### src/rtl/spi_trig_pkg.sv
// Shared command codes and control-word bit positions for the SPI pattern
// trigger / capture slave.
package spi_trig_pkg;

  localparam int CODE_W = 3;

  localparam logic [CODE_W-1:0] CMD_DATA   = 3'd0;
  localparam logic [CODE_W-1:0] CMD_CTRL   = 3'd1;
  localparam logic [CODE_W-1:0] CMD_MASK   = 3'd2;
  localparam logic [CODE_W-1:0] CMD_PAT    = 3'd3;
  localparam logic [CODE_W-1:0] CMD_OFFSET = 3'd4;
  localparam logic [CODE_W-1:0] CMD_POST   = 3'd5;
  localparam logic [CODE_W-1:0] CMD_READ   = 3'd6;
  localparam logic [CODE_W-1:0] CMD_RSVD   = 3'd7;

  localparam int CTRL_ARM  = 0;
  localparam int CTRL_EDGE = 1;

endpackage

### src/rtl/spi_frame_rx.sv
// SPI frame deserialiser: 3-bit code then DATA_W value bits, MSB first.
// SS low at any edge returns the bit counter to the code phase.
module spi_frame_rx
  import spi_trig_pkg::*;
#(
  parameter int DATA_W = 32,
  parameter int BIT_W  = $clog2(CODE_W + DATA_W)
) (
  input  logic              clk,
  input  logic              rst_n,
  input  logic              ss,
  input  logic              mosi,
  output logic [CODE_W-1:0] code,
  output logic [CODE_W-1:0] code_now,
  output logic              code_strobe,
  output logic              code_valid,
  output logic [BIT_W-1:0]  bit_idx,
  output logic [DATA_W-1:0] value,
  output logic              frame_done
);

  localparam int FRAME_LEN = CODE_W + DATA_W;
  localparam logic [BIT_W-1:0] LAST      = BIT_W'(FRAME_LEN - 1);
  localparam logic [BIT_W-1:0] CODE_LAST = BIT_W'(CODE_W - 1);

  logic [BIT_W-1:0]  cnt;
  logic [DATA_W-1:0] sh;

  // code_now/value include the bit being sampled on this edge
  assign code_now    = {sh[CODE_W-2:0], mosi};
  assign value       = {sh[DATA_W-2:0], mosi};
  assign code_strobe = ss && (cnt == CODE_LAST);
  assign frame_done  = ss && (cnt == LAST);
  assign code_valid  = (cnt > CODE_LAST);
  assign bit_idx     = cnt - BIT_W'(CODE_W);

  always_ff @(posedge clk or negedge rst_n) begin
    if (!rst_n) begin
      cnt  <= '0;
      sh   <= '0;
      code <= '0;
    end else if (!ss) begin
      cnt <= '0;
    end else begin
      sh  <= value;
      cnt <= (cnt == LAST) ? '0 : cnt + 1'b1;
      if (code_strobe) code <= code_now;
    end
  end

endmodule

### src/rtl/spi_trigger_capture.sv
// SPI-slave masked pattern trigger with offset/edge qualification and a
// circular pre/post-trigger capture buffer read back over MISO.
module spi_trigger_capture
  import spi_trig_pkg::*;
#(
  parameter int DATA_W = 32,
  parameter int DEPTH  = 8,
  parameter int ADDR_W = 3,
  parameter int CNT_W  = 16
) (
  input  logic SCLK,
  input  logic RSTN,
  input  logic SS,
  input  logic MOSI,
  output logic MISO,
  output logic TRIG,
  output logic DONE
);

  localparam int BIT_W = $clog2(CODE_W + DATA_W);
  localparam int SEL_W = $clog2(DATA_W);

  logic [CODE_W-1:0] code, code_now;
  logic              code_strobe, code_valid, frame_done;
  logic [BIT_W-1:0]  bit_idx;
  logic [DATA_W-1:0] value;

  spi_frame_rx #(.DATA_W(DATA_W), .BIT_W(BIT_W)) u_rx (
    .clk        (SCLK),
    .rst_n      (RSTN),
    .ss         (SS),
    .mosi       (MOSI),
    .code       (code),
    .code_now   (code_now),
    .code_strobe(code_strobe),
    .code_valid (code_valid),
    .bit_idx    (bit_idx),
    .value      (value),
    .frame_done (frame_done)
  );

  logic [DATA_W-1:0] mask, mask_d, pattern, pattern_d, prev, prev_d;
  logic [CNT_W-1:0]  offset, offset_d, post, post_d;
  logic [CNT_W-1:0]  offset_cnt, offset_cnt_d, post_cnt, post_cnt_d, post_inc;
  logic [ADDR_W-1:0] wr_ptr, wr_ptr_d, rd_ptr, rd_ptr_d, wr_next;
  logic              armed, armed_d, edge_en, edge_en_d;
  logic              trig, trig_d, done, done_d, miso, miso_d;
  logic              wr_en, cmp_en, match;

  logic [DATA_W-1:0] mem [DEPTH];
  logic [DATA_W-1:0] rd_word;
  logic [SEL_W-1:0]  rd_sel;

  assign rd_word  = mem[rd_ptr];
  // bit to present after sampling value bit bit_idx is the next lower one
  assign rd_sel   = SEL_W'(BIT_W'(DATA_W - 2) - bit_idx);
  assign wr_next  = wr_ptr + 1'b1;
  assign post_inc = post_cnt + 1'b1;
  assign cmp_en   = armed && !trig && (offset_cnt >= offset);
  assign match    = (((value ^ pattern) & mask) == '0) &&
                    (!edge_en || (((value ^ prev) & mask) != '0));

  always_comb begin
    mask_d       = mask;
    pattern_d    = pattern;
    offset_d     = offset;
    post_d       = post;
    offset_cnt_d = offset_cnt;
    post_cnt_d   = post_cnt;
    wr_ptr_d     = wr_ptr;
    rd_ptr_d     = rd_ptr;
    prev_d       = prev;
    armed_d      = armed;
    edge_en_d    = edge_en;
    trig_d       = trig;
    done_d       = done;
    wr_en        = 1'b0;
    if (frame_done) begin
      case (code)
        CMD_DATA: if (!done) begin
          wr_en    = 1'b1;
          wr_ptr_d = wr_next;
          prev_d   = value;
          if (armed && offset_cnt != '1) offset_cnt_d = offset_cnt + 1'b1;
          if (cmp_en) begin
            if (match) begin
              trig_d     = 1'b1;
              post_cnt_d = '0;
              if (post == '0) begin
                done_d   = 1'b1;
                rd_ptr_d = wr_next;
              end
            end
          end else if (trig) begin
            post_cnt_d = post_inc;
            if (post_inc == post) begin
              done_d   = 1'b1;
              rd_ptr_d = wr_next;
            end
          end
        end
        CMD_CTRL: begin
          armed_d   = value[CTRL_ARM];
          edge_en_d = value[CTRL_EDGE];
          if (value[CTRL_ARM]) begin
            trig_d       = 1'b0;
            done_d       = 1'b0;
            offset_cnt_d = '0;
            post_cnt_d   = '0;
          end
        end
        CMD_MASK:   mask_d    = value;
        CMD_PAT:    pattern_d = value;
        CMD_OFFSET: offset_d  = value[CNT_W-1:0];
        CMD_POST:   post_d    = value[CNT_W-1:0];
        CMD_READ:   rd_ptr_d  = rd_ptr + 1'b1;
        CMD_RSVD:   ;
        default:    ;
      endcase
    end
    // MISO carries the status level unless a READ value bit is due next
    miso_d = trig_d;
    if (SS) begin
      if (code_strobe && code_now == CMD_READ)
        miso_d = rd_word[DATA_W-1];
      else if (code_valid && code == CMD_READ && !frame_done)
        miso_d = rd_word[rd_sel];
    end
  end

  always_ff @(posedge SCLK or negedge RSTN) begin
    if (!RSTN) begin
      mask       <= '0;
      pattern    <= '0;
      offset     <= '0;
      post       <= '0;
      offset_cnt <= '0;
      post_cnt   <= '0;
      wr_ptr     <= '0;
      rd_ptr     <= '0;
      prev       <= '0;
      armed      <= 1'b0;
      edge_en    <= 1'b0;
      trig       <= 1'b0;
      done       <= 1'b0;
      miso       <= 1'b0;
    end else begin
      mask       <= mask_d;
      pattern    <= pattern_d;
      offset     <= offset_d;
      post       <= post_d;
      offset_cnt <= offset_cnt_d;
      post_cnt   <= post_cnt_d;
      wr_ptr     <= wr_ptr_d;
      rd_ptr     <= rd_ptr_d;
      prev       <= prev_d;
      armed      <= armed_d;
      edge_en    <= edge_en_d;
      trig       <= trig_d;
      done       <= done_d;
      miso       <= miso_d;
    end
  end

  // capture storage carries no reset; contents are meaningless until written
  always_ff @(posedge SCLK) begin
    if (wr_en) mem[wr_ptr] <= value;
  end

  assign MISO = miso;
  assign TRIG = trig;
  assign DONE = done;

endmodule
### config.mk
export PLATFORM = sky130hd
export DESIGN_NAME = spi_trigger_capture
export DESIGN_NICKNAME = d
export VERILOG_FILES = /design/src/rtl/spi_trig_pkg.sv /design/src/rtl/spi_frame_rx.sv /design/src/rtl/spi_trigger_capture.sv
export SDC_FILE = /design/constraint.sdc
export NUM_CORES = 1
export LEC_CHECK = 0
export ABC_CLOCK_PERIOD_IN_PS = 5150
export CAP_MARGIN = 20
export CORE_AREA = 2 2 194 196
export DETAILED_ROUTE_END_ITERATION = 6
export DIE_AREA = 0 0 196 198
export GPL_ROUTABILITY_DRIVEN = 0
export HOLD_SLACK_MARGIN = 0.05
export PLACE_DENSITY = 0.82
export RECOVER_POWER = 25
export SLEW_MARGIN = 15
export SYNTH_ARGS = -nofsm -noshare
export SYNTH_HDL_FRONTEND = slang
export SYNTH_SLANG_ARGS = --single-unit
### constraint.sdc
create_clock -name SCLK -period 5.15 [get_ports SCLK]
set_input_delay 1.2875 -clock SCLK [delete_from_list [all_inputs] [get_ports SCLK]]
set_output_delay 1.2875 -clock SCLK [all_outputs]
set_load 0.005 [all_outputs]
==> impl_metrics.csv <==
group,metric,value,unit
final_layout,antenna_cells,0,
timing,fin_crit_sh,77.03,%
pwr,power_density,386.4,mW/mm^2
clock_tree,clkSinkCount,467,
route,antenna_left,0,
synth,synth_xor_area_share,4.444,%
final_layout,multi_input_area,0.007258,sq mm
route,vias_per_cell,6.317,
synth,synth.area.mux_share,14.51,%
timing,max_freq,0.2521,GHz
placement,io_buffers,6,
synth,yosysSeqAreaShare,62.66,%
synth,ys_types,71,
synth,synth_fa_ha_area_share,1.451,%
timing,hold_viol,0,
clock_tree,cts_setup_buffers,0,
route,dr_wl_met2,22750,microns
timing,worst_slew_pin_slew,1.108,ns
route,dr.first_iter.drc_count,1322,
synth,synth_area,0.02069,sq mm
min_path,min_path_type,"flip-flop to flip-flop",
global_route,first_global_vias,12470,
clock_tree,cts_hold_buf,0,
final_layout,syn2layout_area_growth,9.837,%
timing,setup_slack,1.183,ns
clock_tree,clockBufferDepth,3,
floorplanning,pin_count,7,
clock_tree,h-tree-depth,2,
critical_path,cp_max_fo,18,
global_route,grt_pass1_wl,70880,microns
route,m1WireLength,17970,microns
timing,rsz0062_at_grt,"false",
global_route,overflow,0,
synth,synth_compound_area_share,6.083,%
synth,yosysWarnings,0,
floorplanning,core,0.03696,sq mm
synth,synth_top_family_by_area,"multiplexers",
run,maxCapViolCount,0,
final_layout,drive_gt1_share,21.79,%
floorplanning,num_rows,71,
pwr,p_leak,9.028,nW
final_layout,mostFrequentLayoutCells,"edfxtp_1, dfrtp_1, nand2_1, mux2_2, xor2_1",
timing,final.min_clock_period,3.967,ns
timing,setup_viol,0,
critical_path,crit_type,"primary input to flip-flop",
critical_path,end_kind,"flip-flop",
placement,dpl.hpwl,27630,microns
critical_path,cp-start-kind,"primary input",
timing,tns,0,ns
clock_tree,clock-root-buffer,"clkbuf_16",
timing,drv_slew,0,
clock_tree,clk_latency,0.57,ns
floorplanning,start_util,56.00,%
route,top_layer_used,"met5",
pwr,power.total,8.783,mW
synth,netlist_instances,1445,
final_layout,postLayoutCoreUtil,61.50,%
placement,preCtsSetupSlack,0.6828,ns
final_layout,register_area,0.01297,sq mm
route,drt_pass1_iterations,7,
route,post-route-drc-count,11,
pwr,peakVddDrop,0.0002564,V
final_layout,n_fill_cell,2601,
global_route,grtUsageTotal,24.13,%
synth,synth_ff_type,"edfxtp_1",
status,violations,"design-rule violations",
timing,relSlewSlack,26.13,%
synth,synthSimpleGateAreaFrac,8.229,%
synth,synth_seq_cells,467,
route,drt-total-wl,45490,microns
global_route,grt_max_degree,112,
route,routedWlPerCell,23.47,microns
clock_tree,cts_resized,0,
clock_tree,numCtsBuffers,44,
clock_tree,cts_tree,"yes",
critical_path,cp_data_arrival_time,4.42,ns
synth,synth_nets,1473,
route,wl_met3,3270,microns
global_route,antenna_found_initial,1,
final_layout,nets,1457,
critical_path,cp_data_required_time,5.60,ns
synth,syn_area_per_cell,14.32,sq um
status,status,"finished with violations",
synth,async_flop_share,45.18,%
final_layout,layout_commonest_cell,"edfxtp_1",
floorplanning,die-area,0.03881,sq mm
synth,synth_edf_count,256,
timing,skew,0.02206,ns
floorplanning,die_width,196,microns
clock_tree,path_clk_slew,0.06,ns
floorplanning,die_h,198,microns
route,vias,12240,
## flip-flops by register name, indices dropped and copies added, names as in the netlist
register,flops
armed,1
TRIG,1
u_rx.code,3
offset,16
mem,256
rd_ptr,3
MISO,1
DONE,1
offset_cnt,16
post_cnt,16
prev,32
pattern,32
wr_ptr,3
mask,32
u_rx.cnt,6
post,16
u_rx.sh,31
edge_en,1
## cell type report
class                   count  area share (%)
flip-flops and latches    467           57.07
multi-input cells         857           31.93
clock buffers              66           5.879
well taps                 474           2.609
repair buffers             32           1.255
clock inverters            15          0.8037
inverters                  27          0.4459
## cell usage after synthesis, types with 6 or more instances
cell type	n	area share [%]
buf_6	6	0.33
nand4_1	23	0.70
mux2_2	121	6.6
a22oi_1	37	1.3
ha_1	24	1.5
nor2b_1	7	0.21
buf_1	7	0.13
edfxtp_1	256	37
nand2_1	179	3.2
nor4_1	12	0.36
xor2_1	83	3.5
dfrtp_1	211	26
nand2b_1	9	0.27
buf_2	28	0.68
nand3_1	20	0.48
o31ai_1	8	0.29
mux4_2	71	7.7
nor3_1	17	0.41
nor2_1	46	0.83
a31oi_1	9	0.27
o21ai_0	52	1.3
inv_1	25	0.45
clkbuf_1	48	0.87
and3_1	13	0.39
a21oi_1	19	0.46
xnor2_1	22	0.93
## worst max-delay path, stage by stage
cell	delay [ns]
clkdlybuf4s50_1	0.49
xor2_1	0.20
a22oi_1	0.17
nand4_1	0.12
or4_4	0.50
a221oi_2	0.43
o31ai_4	0.26
or2_1	0.54
o41ai_2	0.41
## path summary, 6_finish.rpt
check	cells after the start	slack, ns	to	start
max in group asynchronous	2	3.29	u_rx.sh[19]$_DFFE_PN0P_	RSTN
max	9	1.18	post_cnt[12]$_DFFE_PN0P_	MOSI
min in group asynchronous	1	0.78	post_cnt[15]$_DFFE_PN0P_	RSTN
max reg2reg	8	1.28	post_cnt[12]$_DFFE_PN0P_	u_rx.sh[29]$_DFFE_PN0P_
min	2	0.49	prev[12]$_DFFE_PN0P_	prev[12]$_DFFE_PN0P_
min reg2reg	2	0.49	prev[12]$_DFFE_PN0P_	prev[12]$_DFFE_PN0P_
## stage by stage
stage,hold slack (ns),std cells,area (sq um)
floorplan,0.4652,1445,20700
global placement,0.4776,1857,21220
detailed placement,0.4838,1857,21220
CTS,0.4987,1938,22740
global route,0.5119,1938,22730
finish,0.4946,1938,22730
## cell families (layout without fill, tap and decap cells)
group | after synthesis | count (layout)
flops | 467 | 467
simple gates | 358 | 358
mux | 196 | 196
compound gates | 174 | 174
buf+inv | 121 | 140
xor+xnor | 105 | 105
fa+ha+maj | 24 | 24
## per-layer routing
layer	GRT usage, %	vias up
met2	40.96	532
li1	-	5359
met1	31.24	6246
met5	0	-
met4	9.259	2
met3	4.360	104
## report_power, final
| group | switching, mW | internal (mW) |
|---|---|---|
| clock | 1.38 | 1.99 |
| sequential | 0.605 | 4.28 |
| combinational | 0.295 | 0.234 |
| total | 2.28 | 6.51 |
(Power assumes the default switching activity.)
